===== src/rtl/mem_bus_arbiter.sv =====
// Round-robin arbiter sharing one Wishbone-style memory port among NUM_CORES cores,
// with per-transaction ownership and an optional timeout that returns an error pulse.
module mem_bus_arbiter #(
  parameter int NUM_CORES      = 4,
  parameter int ADDR_WIDTH     = 32,
  parameter int DATA_WIDTH     = 32,
  parameter int TIMEOUT_CYCLES = 255
) (
  input  logic                              clk,
  input  logic                              rst,
  input  logic [NUM_CORES-1:0]              core_cyc,
  input  logic [NUM_CORES-1:0]              core_we,
  input  logic [NUM_CORES*ADDR_WIDTH-1:0]   core_adr,
  input  logic [NUM_CORES*DATA_WIDTH-1:0]   core_dat,
  input  logic [NUM_CORES*DATA_WIDTH/8-1:0] core_sel,
  output logic [NUM_CORES-1:0]              core_ack,
  output logic [NUM_CORES-1:0]              core_err,
  output logic [DATA_WIDTH-1:0]             core_rdt,
  output logic                              mem_cyc,
  output logic                              mem_we,
  output logic [ADDR_WIDTH-1:0]             mem_adr,
  output logic [DATA_WIDTH-1:0]             mem_dat,
  output logic [DATA_WIDTH/8-1:0]           mem_sel,
  input  logic                              mem_ack,
  input  logic [DATA_WIDTH-1:0]             mem_rdt,
  output logic [NUM_CORES-1:0]              grant
);

  localparam int SEL_WIDTH = DATA_WIDTH / 8;
  localparam int IW        = (NUM_CORES > 1) ? $clog2(NUM_CORES) : 1;
  localparam int CW        = (TIMEOUT_CYCLES > 0) ? $clog2(TIMEOUT_CYCLES + 1) : 1;
  localparam logic [CW-1:0] CNT_LAST = CW'((TIMEOUT_CYCLES > 0) ? TIMEOUT_CYCLES - 1 : 0);
  localparam logic [IW-1:0] IDX_MAX  = IW'(NUM_CORES - 1);

  typedef enum logic [1:0] {IDLE, BUSY, RESP} state_t;

  state_t        state, next_state;
  logic [IW-1:0] last, owner, pick;
  logic          any_req;
  logic [CW-1:0] cnt;
  logic          timeout;
  int unsigned   scan_idx;

  // Scan requesters starting at the core after the last one served, wrapping around.
  always_comb begin
    pick     = '0;
    any_req  = 1'b0;
    scan_idx = 0;
    for (int unsigned k = 1; k <= NUM_CORES; k++) begin
      scan_idx = (int'(last) + k) % NUM_CORES;
      if (!any_req && ((core_cyc & (NUM_CORES'(1) << scan_idx)) != '0)) begin
        any_req = 1'b1;
        pick    = IW'(scan_idx);
      end
    end
  end

  assign timeout = (TIMEOUT_CYCLES != 0) && (cnt == CNT_LAST);

  always_ff @(posedge clk) begin
    if (rst) state <= IDLE;
    else     state <= next_state;
  end

  always_comb begin
    next_state = state;
    case (state)
      IDLE:    if (any_req) next_state = BUSY;
      BUSY:    if (mem_ack || timeout) next_state = RESP;
      RESP:    next_state = IDLE;
      default: next_state = IDLE;
    endcase
  end

  always_ff @(posedge clk) begin
    if (rst) begin
      grant    <= '0;
      owner    <= '0;
      last     <= IDX_MAX;
      cnt      <= '0;
      core_ack <= '0;
      core_err <= '0;
      core_rdt <= '0;
      mem_cyc  <= 1'b0;
      mem_we   <= 1'b0;
      mem_adr  <= '0;
      mem_dat  <= '0;
      mem_sel  <= '0;
    end else begin
      core_ack <= '0;
      core_err <= '0;
      case (state)
        IDLE: begin
          if (any_req) begin
            owner   <= pick;
            grant   <= NUM_CORES'(1) << pick;
            mem_cyc <= 1'b1;
            mem_we  <= core_we[pick];
            mem_adr <= core_adr[pick*ADDR_WIDTH +: ADDR_WIDTH];
            mem_dat <= core_dat[pick*DATA_WIDTH +: DATA_WIDTH];
            mem_sel <= core_sel[pick*SEL_WIDTH +: SEL_WIDTH];
            cnt     <= '0;
          end
        end
        BUSY: begin
          // Ack takes precedence over a timeout firing in the same cycle.
          if (mem_ack) begin
            core_rdt <= mem_rdt;
            core_ack <= grant;
            mem_cyc  <= 1'b0;
            last     <= owner;
          end else if (timeout) begin
            core_err <= grant;
            mem_cyc  <= 1'b0;
            last     <= owner;
          end else if (cnt != '1) begin
            cnt <= cnt + 1'b1;
          end
        end
        RESP: grant <= '0;
        default: grant <= '0;
      endcase
    end
  end

endmodule


===== config.mk =====
export PLATFORM = sky130hd
export DESIGN_NAME = mem_bus_arbiter
export DESIGN_NICKNAME = d
export VERILOG_FILES = /design/src/rtl/mem_bus_arbiter.sv
export SDC_FILE = /design/constraint.sdc
export NUM_CORES = 1
export LEC_CHECK = 0
export CELL_PAD_IN_SITES_DETAIL_PLACEMENT = 1
export CELL_PAD_IN_SITES_GLOBAL_PLACEMENT = 1
export CORE_ASPECT_RATIO = 1.75
export CORE_MARGIN = 2
export CORE_UTILIZATION = 29
export CTS_CLUSTER_DIAMETER = 80
export DETAILED_ROUTE_END_ITERATION = 16
export HOLD_SLACK_MARGIN = 0.03
export PLACE_DENSITY = 0.79
export SETUP_SLACK_MARGIN = 0.2
export SLEW_MARGIN = 20
export SYNTH_ARGS = -nofsm -noshare
export SYNTH_HDL_FRONTEND = slang
export SYNTH_SLANG_ARGS = --single-unit

===== constraint.sdc =====
create_clock -name clk -period 3.15 [get_ports clk]
set_input_delay 0.63 -clock clk [delete_from_list [all_inputs] [get_ports clk]]
set_output_delay 0.63 -clock clk [all_outputs]
set_load 0.05 [all_outputs]

Word-level counts from Yosys, hierarchy flattened
Index checks and enable logic that the tools add are counted.
{ "op_classes": {"n_addsub": 5, "n_lt_le_gt_ge": 1, "n_eq_ne": 9, "shift": 8, "mux": 26, "bitwise": 7, "reduce_logical": 23} }
{ "ops": {"columns": ["operator", "count"], "rows": [
  ["variable part select 128 x 8 -> 32 bit", 2],
  ["2-to-1 mux 8 bit", 4],
  ["left shift 1 x 2 -> 4 bit (first input constant)", 5],
  ["bitwise AND 4 bit", 4],
  ["2-to-1 mux 2 bit", 8],
  ["case mux 8 bit (2 select lines)", 1],
  ["nonzero test 4 bit", 4],
  ["variable part select 16 x 5 -> 4 bit", 1],
  ["inequality test 2 bit (second input constant)", 5],
  ["AND reduction 2 bit", 5],
  ["adder 8 x 1 -> 8 bit (second input constant)", 1],
  ["equality test 8 bit (second input constant)", 1],
  ["2-to-1 mux 1 bit", 8],
  ["inequality test 8 bit (second input constant)", 1],
  ["case mux 4 bit (2 select lines)", 1],
  ["AND reduction 5 bit", 1],
  ["adder 2 x 1 -> 2 bit (second input constant)", 2],
  ["adder 2 bit (second input constant)", 2],
  ["2-to-1 mux 4 bit", 1],
  ["case mux 2 bit (2 select lines)", 1],
  ["nonzero test 2 bit", 2],
  ["OR reduction 4 bit", 1],
  ["logical AND 1 bit", 3],
  ["logical NOT 1 bit", 3],
  ["10 further kinds", 12]
]} }
{ "totals": {"reg_bits": 128, "input_bits": 315, "out_inout_bits": 114, "wordCells": 92} }

Longest topological paths before layout
{ "depth": {"ltp_word": 17, "mapped_depth": 12, "ltp_nobuf": 8} }

Least setup slack after synthesis
OpenSTA, ideal clock, no wires.
{ "synth_path": {"path_kind": "register -> register", "from": "register last[0]", "to": "register mem_dat[4]", "setup_ns": 0.137, "arrival_time_ns": 2.622, "required_ns": 3.013, "setup_slack_ns": 0.391, "path_stages_with_launch": 11, "n_path_buf": 2, "period_less_slack_ns": 2.759, "cell_sequence": "dfxtp_1 -> clkbuf_1 -> inv_1 -> ha_1 -> a22o_1 -> a221oi_4 -> o21ai_1 -> a311o_1 -> nor3_4 -> buf_2 -> a221oi_1"} }
{ "synth_between": {"elab_chain_cells": 15, "elab_cells_between_ends": 32, "classes_between": "add/sub (4); shift (5); mux (8); bitwise (4); reduce/logical (11)"} }
{ "synth_lines": {"columns": ["item", "line", "rtl"], "rows": [
  ["start, declared", "38", "logic [IW-1:0] last, owner, pick;"],
  ["start signal, assigned", "111", "last <= owner;"],
  ["start signal, assigned", "115", "last <= owner;"],
  ["adder 2 x 1 -> 2 bit", "50", "scan_idx = (int'(last) + k) % NUM_CORES;"],
  ["left shift 1 x 2 -> 4 bit", "51", "if (!any_req && ((core_cyc & (NUM_CORES'(1) << scan_idx)) != '0)) begin"],
  ["bitwise AND 4 bit", "51", null],
  ["nonzero test 4 bit", "51", null],
  ["2-to-1 mux 1 bit", "51", null],
  ["logical NOT 1 bit", "51", null],
  ["logical AND 1 bit", "51", null],
  ["2-to-1 mux 1 bit", "51", null],
  ["logical NOT 1 bit", "51", null],
  ["logical AND 1 bit", "51", null],
  ["2-to-1 mux 1 bit", "51", null],
  ["logical NOT 1 bit", "51", null],
  ["logical AND 1 bit", "51", null],
  ["2-to-1 mux 2 bit or 2-to-1 mux 1 bit (tied branches)", "51", null],
  ["variable part select 128 x 8 -> 32 bit or AND reduction 2 bit (tied branches)", null, null],
  ["end signal, assigned", "100", "mem_dat <= core_dat[pick*DATA_WIDTH +: DATA_WIDTH];"],
  ["end, declared", "22", "output logic [DATA_WIDTH-1:0] mem_dat,"]
]} }
Parallel ways exist; a longest one is shown, timed or not.
A chain may end at the register's enable or synchronous reset.

Worst setup path in the final report
{ "layout_path": {"from": "register last[1]", "to": "register mem_adr[13]"} }
{ "layout_between": {"elab_chain_cells": 15, "elab_cells_between_ends": 32, "classes_between": "add/sub (4); shift (5); mux (8); bitwise (4); reduce/logical (11)"} }
{ "layout_lines": {"columns": ["item", "line", "rtl"], "rows": [
  ["adder 2 x 1 -> 2 bit", "50", null],
  ["left shift 1 x 2 -> 4 bit", "51", null],
  ["bitwise AND 4 bit", "51", null],
  ["nonzero test 4 bit", "51", null],
  ["2-to-1 mux 1 bit", "51", null],
  ["logical NOT 1 bit", "51", null],
  ["logical AND 1 bit", "51", null],
  ["2-to-1 mux 1 bit", "51", null],
  ["logical NOT 1 bit", "51", null],
  ["logical AND 1 bit", "51", null],
  ["2-to-1 mux 1 bit", "51", null],
  ["logical NOT 1 bit", "51", null],
  ["logical AND 1 bit", "51", null],
  ["2-to-1 mux 2 bit or 2-to-1 mux 1 bit (tied branches)", "51", null],
  ["variable part select 128 x 8 -> 32 bit or AND reduction 2 bit (tied branches)", null, null],
  ["end signal, assigned", "99", "mem_adr <= core_adr[pick*ADDR_WIDTH +: ADDR_WIDTH];"],
  ["end, declared", "21", "output logic [ADDR_WIDTH-1:0] mem_adr,"]
]} }
Parallel ways exist; a longest one is shown, timed or not.

==> Flow_metrics.wiki <==
{| class="wikitable"
! Metric !! Value
|-
| Global-route wire length before repair || 56,000 um
|-
| Die outline area || 0.0297 sq mm
|-
| Detailed-placement wirelength estimate || 28,800 um
|-
| Main combinational cell family by area after synthesis || compound AO/OA/AOI/OAI gates
|-
| Routability Congestion || 0.845
|-
| Most area-consuming cells after synthesis || sky130_fd_sc_hd__dfxtp_1 31%, sky130_fd_sc_hd__a221oi_2 12%, sky130_fd_sc_hd__mux2_2 9.5%, sky130_fd_sc_hd__mux2i_1 8.6%, sky130_fd_sc_hd__o221ai_1 7.4%
|-
| Number of flops mapped to enable cells by yosys || 0
|-
| Peak ir drop on the vdd network || 0.425 mV
|-
| Post-CTS Setup Inserts || 0
|-
| Clock Tree Buf Depth || 2
|-
| Number of port buffers || about 430
|-
| Worst skew pair latency || between 0.4 and 0.5 ns
|-
| Final routed wirelength across all metal layers || 37,700 um
|-
| Critical register-to-register path startpoint || last[1]$_SDFFE_PP1P_
|-
| Proportion of netlist area held by the largest area contributor || 31.3%
|-
| Net count after synthesis || 1,161
|-
| Iteration count of the initial detailed-routing pass || 4
|-
| Required time of the critical path || 3.45 ns
|-
| Setup CP Type || register to register
|-
| R2R cell count || 9
|-
| Crit share post-route || about 89%
|-
| Arrival time of data at the critical path endpoint || 3.10 ns
|-
| Combinational group share of total power || 52.7%
|-
| Hold Path Sink || core_rdt[13]$_SDFFE_PP0P_
|-
| Part of the power in registers || 23.1%
|-
| Clock network power share || between 20% and 30%
|-
| Num ports || ~430
|-
| Place WS || -0.0208 ns
|-
| Clk pin slew, worst setup/hold paths || 0.06 ns
|-
| Post-route antenna net violation count || 0
|-
| Number of library cell types mapped by synthesis || 50
|-
| Hold Slack || roughly 0.46 ns
|-
| # clock sinks || about 130
|-
| Capturing element type of the critical path || register
|-
| Drt initial violations || between 300 and 400
|-
| Setup repair after global routing missed its margin || false
|-
| Number of H-tree branching levels || 4
|-
| Core Region || 0.0279 sq mm
|-
| Maximum clock rate || 0.357 GHz
|-
| Via count of the first global-routing pass || a little under 10k
|-
| Power density relative to cell area || 653 mW/mm^2
|-
| Top FF cell, synth || sky130_fd_sc_hd__dfxtp_1
|-
| Average wire length per cell after detail routing || between 20 and 25 um
|-
| Multiplexer share of the synthesized area || 18.0%
|-
| Horiz. Die Dim || 131 um
|-
| Start point of the worst hold path || core_rdt[13]$_SDFFE_PP0P_
|-
| Syn Area/Cell || 9.76 sq um
|-
| Outcome || finished clean
|-
| CP max stage cell || sky130_fd_sc_hd__dfxtp_1
|-
| Synthesized flop and latch total || 128
|-
| Startpoint type of the worst setup path || register
|-
| Final setup skew || 0.00907 ns
|-
| Antenna violations before repair || 10
|-
| Synth Instances || 839
|-
| Overall Global Routing Usage || 25.1%
|-
| Stage delay of the slowest cell on the critical path || 0.45 ns
|-
| Simple-Gate Fraction of Synth Area || 12.5%
|-
| Static leakage || 5.28 nW
|-
| Share of the synthesized area in compound gates (AO/OA/AOI/OAI) || 31.4%
|-
| Post-Synth Adder-Cell Area || 1.07%
|-
| Minimum setup slack in the final design || 0.353 ns
|-
| Sequential-to-total area share from yosys stat || 31.3%
|-
| Count of synthesis-stage warnings from yosys || 0
|-
| Total overflow reported by the global router || 0
|-
| Layout area overhead || 69.6%
|-
| Final max-slew violation count || 0
|-
| Cell count of the worst hold path || 2
|-
| Final #Nets || 1,585
|-
| Final min period || 2.80 ns
|-
| Pin slew with the least headroom to its limit || 0.683 ns
|-
| Cell types with the highest counts after synthesis || 128 x sky130_fd_sc_hd__dfxtp_1, 72 x sky130_fd_sc_hd__nand2_1, 71 x sky130_fd_sc_hd__nand2b_1, 70 x sky130_fd_sc_hd__mux2i_1
|-
| Cell taking the most area after synthesis || sky130_fd_sc_hd__dfxtp_1
|-
| Tightest Hold Check Type || register to register
|-
| List of cells traversed by the critical path || inv_1, ha_1, a22o_1, a211oi_4, a2111oi_4, o21ba_4, buf_12, mux2i_1, a221oi_2
|-
| CTS tree || done
|-
| Final hold violation count || 0
|-
| Reported net switching power || 0.00379 W
|-
| Share of post-route cells with drive strength above 1 || around a fifth
|-
| Worst reg-to-reg setup slack || 0.35 ns
|-
| Detailed-route via count || 8,823
|-
| RR Endpoint || mem_adr[13]$_SDFFE_PP0P_
|-
| Switching fraction of total power || 41.7%
|-
| Largest driver fanout on the critical path || 15
|-
| Via-to-Cell Ratio || approximately 5.3
|-
| Die boundary height || 226 um
|-
| Xor-xnor portion of the synthesized cell area || 0.642%
|-
| Count of maximum capacitance violations || 0
|-
| TritonCTS Buffers || 17
|-
| Synthesized cell area || 0.00819 sq mm
|-
| Worst slew margin relative to its limit || 54.5%
|-
| Floorplan row count || 81
|-
| Initial Util || between 20% and 30%
|-
| Int Pwr || 0.00529 W
|-
| Ys async rst share || 0%
|-
| Largest net degree at the start of global routing || 47
|-
| Remaining design rule violation count || 0
|-
| Final setup fails || 0
|-
| Count leader, synth || sky130_fd_sc_hd__dfxtp_1
|-
| CTS root buf || sky130_fd_sc_hd__clkbuf_16
|}
-- worst max-delay path, delay by kind of cell (launching register included) --
| family | cells | cell delay (ns) |
|---|---|---|
| buffers and inverters | 2 | 0.34 |
| AO/OA/AOI/OAI | 5 | 1.18 |
| multiplexers | 1 | 0.38 |
| flip-flops | 1 | 0.45 |
| adder cells (fa/ha/maj) | 1 | 0.30 |
-- final cells by class --
| cell class | instances | area [sq um] |
|---|---|---|
| flip-flops and latches | 128 | 2560 |
| repair buffers | 485 | 4930 |
| clock inverters | 11 | 179 |
| clock buffers | 20 | 457 |
| inverters | 5 | 18.8 |
| diodes | 10 | 25.0 |
| well taps | 373 | 467 |
| multi-input cells | 626 | 5250 |
| fillers | 3064 | 14000 |
-- logic make-up after synthesis --
family | Yosys count
AO/OA/AOI/OAI | 277
AND/OR/NAND/NOR | 197
multiplexers | 139
buffers and inverters | 85
XOR/XNOR | 6
flip-flops | 128
adder cells (fa/ha/maj) | 7
-- cells in the final DEF (no fill, tap or decap), types with 5 or more instances in the layout --
cell type	count
sky130_fd_sc_hd__a21oi_1	40
sky130_fd_sc_hd__a221oi_2	67
sky130_fd_sc_hd__and2_1	10
sky130_fd_sc_hd__buf_12	17
sky130_fd_sc_hd__buf_4	38
sky130_fd_sc_hd__clkbuf_16	17
sky130_fd_sc_hd__clkdlybuf4s50_1	427
sky130_fd_sc_hd__dfxtp_1	127
sky130_fd_sc_hd__diode_2	10
sky130_fd_sc_hd__ha_1	7
sky130_fd_sc_hd__inv_1	5
sky130_fd_sc_hd__mux2_2	69
sky130_fd_sc_hd__mux2i_1	70
sky130_fd_sc_hd__nand2_1	72
sky130_fd_sc_hd__nand2b_1	71
sky130_fd_sc_hd__nand3_1	9
sky130_fd_sc_hd__nor2_1	14
sky130_fd_sc_hd__o21ai_0	26
sky130_fd_sc_hd__o21bai_1	46
sky130_fd_sc_hd__o221ai_1	69
-- layer usage --
metal	GRT usage, %	vias up	part of all wire (%)
met5	0	-	0
met4	14.6	0	4.4
met3	6.39	83	6.4
met2	45.7	331	53
met1	25.3	4323	36
li1	-	4086	-
-- power by group through the flow --
stage | clock [W] | combinational [W] | sequential (W)
after floorplan | 0 | 0.00195 | 0.00304
after global placement | 0 | 0.00471 | 0.00212
after detailed placement | 0 | 0.00479 | 0.00212
after CTS | 0.00225 | 0.00480 | 0.00210
after global routing | 0.00231 | 0.00503 | 0.00213
final | 0.00219 | 0.00478 | 0.00210
-- sequential cells by signal, indices dropped and copies added (netlist names) --
signal and cells:
cnt 8, core_ack 4, core_err 4, core_rdt 32, grant 4, last 2, mem_adr 32, mem_cyc 1
mem_dat 32, mem_sel 4, mem_we 1, owner 2, state 2
-- worst max-delay path by stage --
stage | from | end | cells past startpoint | slack [ns]
6_report | last[1]$_SDFFE_PP1P_ | mem_adr[13]$_SDFFE_PP0P_ | 9 | 0.35
5_1_grt | last[1]$_SDFFE_PP1P_ | mem_sel[3]$_SDFFE_PP0P_ | 10 | 0.20
4_1_cts | last[1]$_SDFFE_PP1P_ | mem_dat[0]$_SDFFE_PP0P_ | 10 | 0.25
3_5_place_dp | core_cyc[0] | mem_dat[4]$_SDFFE_PP0P_ | 8 | -0.02
3_3_place_gp | core_cyc[3] | mem_dat[13]$_SDFFE_PP0P_ | 8 | 0.008
2_1_floorplan | last[0]$_SDFFE_PP1P_ | mem_dat[4]$_SDFFE_PP0P_ | 10 | 0.39
-- stage by stage --
stage	utilization (%)	setup TNS [ns]	total power, W	instances	area [sq um]
global placement	47.4	0	0.00683	1617	13200
global route	49.8	0	0.00947	1657	13900
finish	49.8	0	0.00907	1658	13900
detailed placement	47.4	-0.0364	0.00691	1617	13200
floorplan	-	0	0.00499	839	8190
CTS	49.6	0	0.00915	1648	13800
-- timing repair --
action / CTS / global route
gates resized for setup: 0 / 6
setup endpoints to repair: 0 / 71
hold buffers: 0 / 0
(Power assumes the default switching activity.)
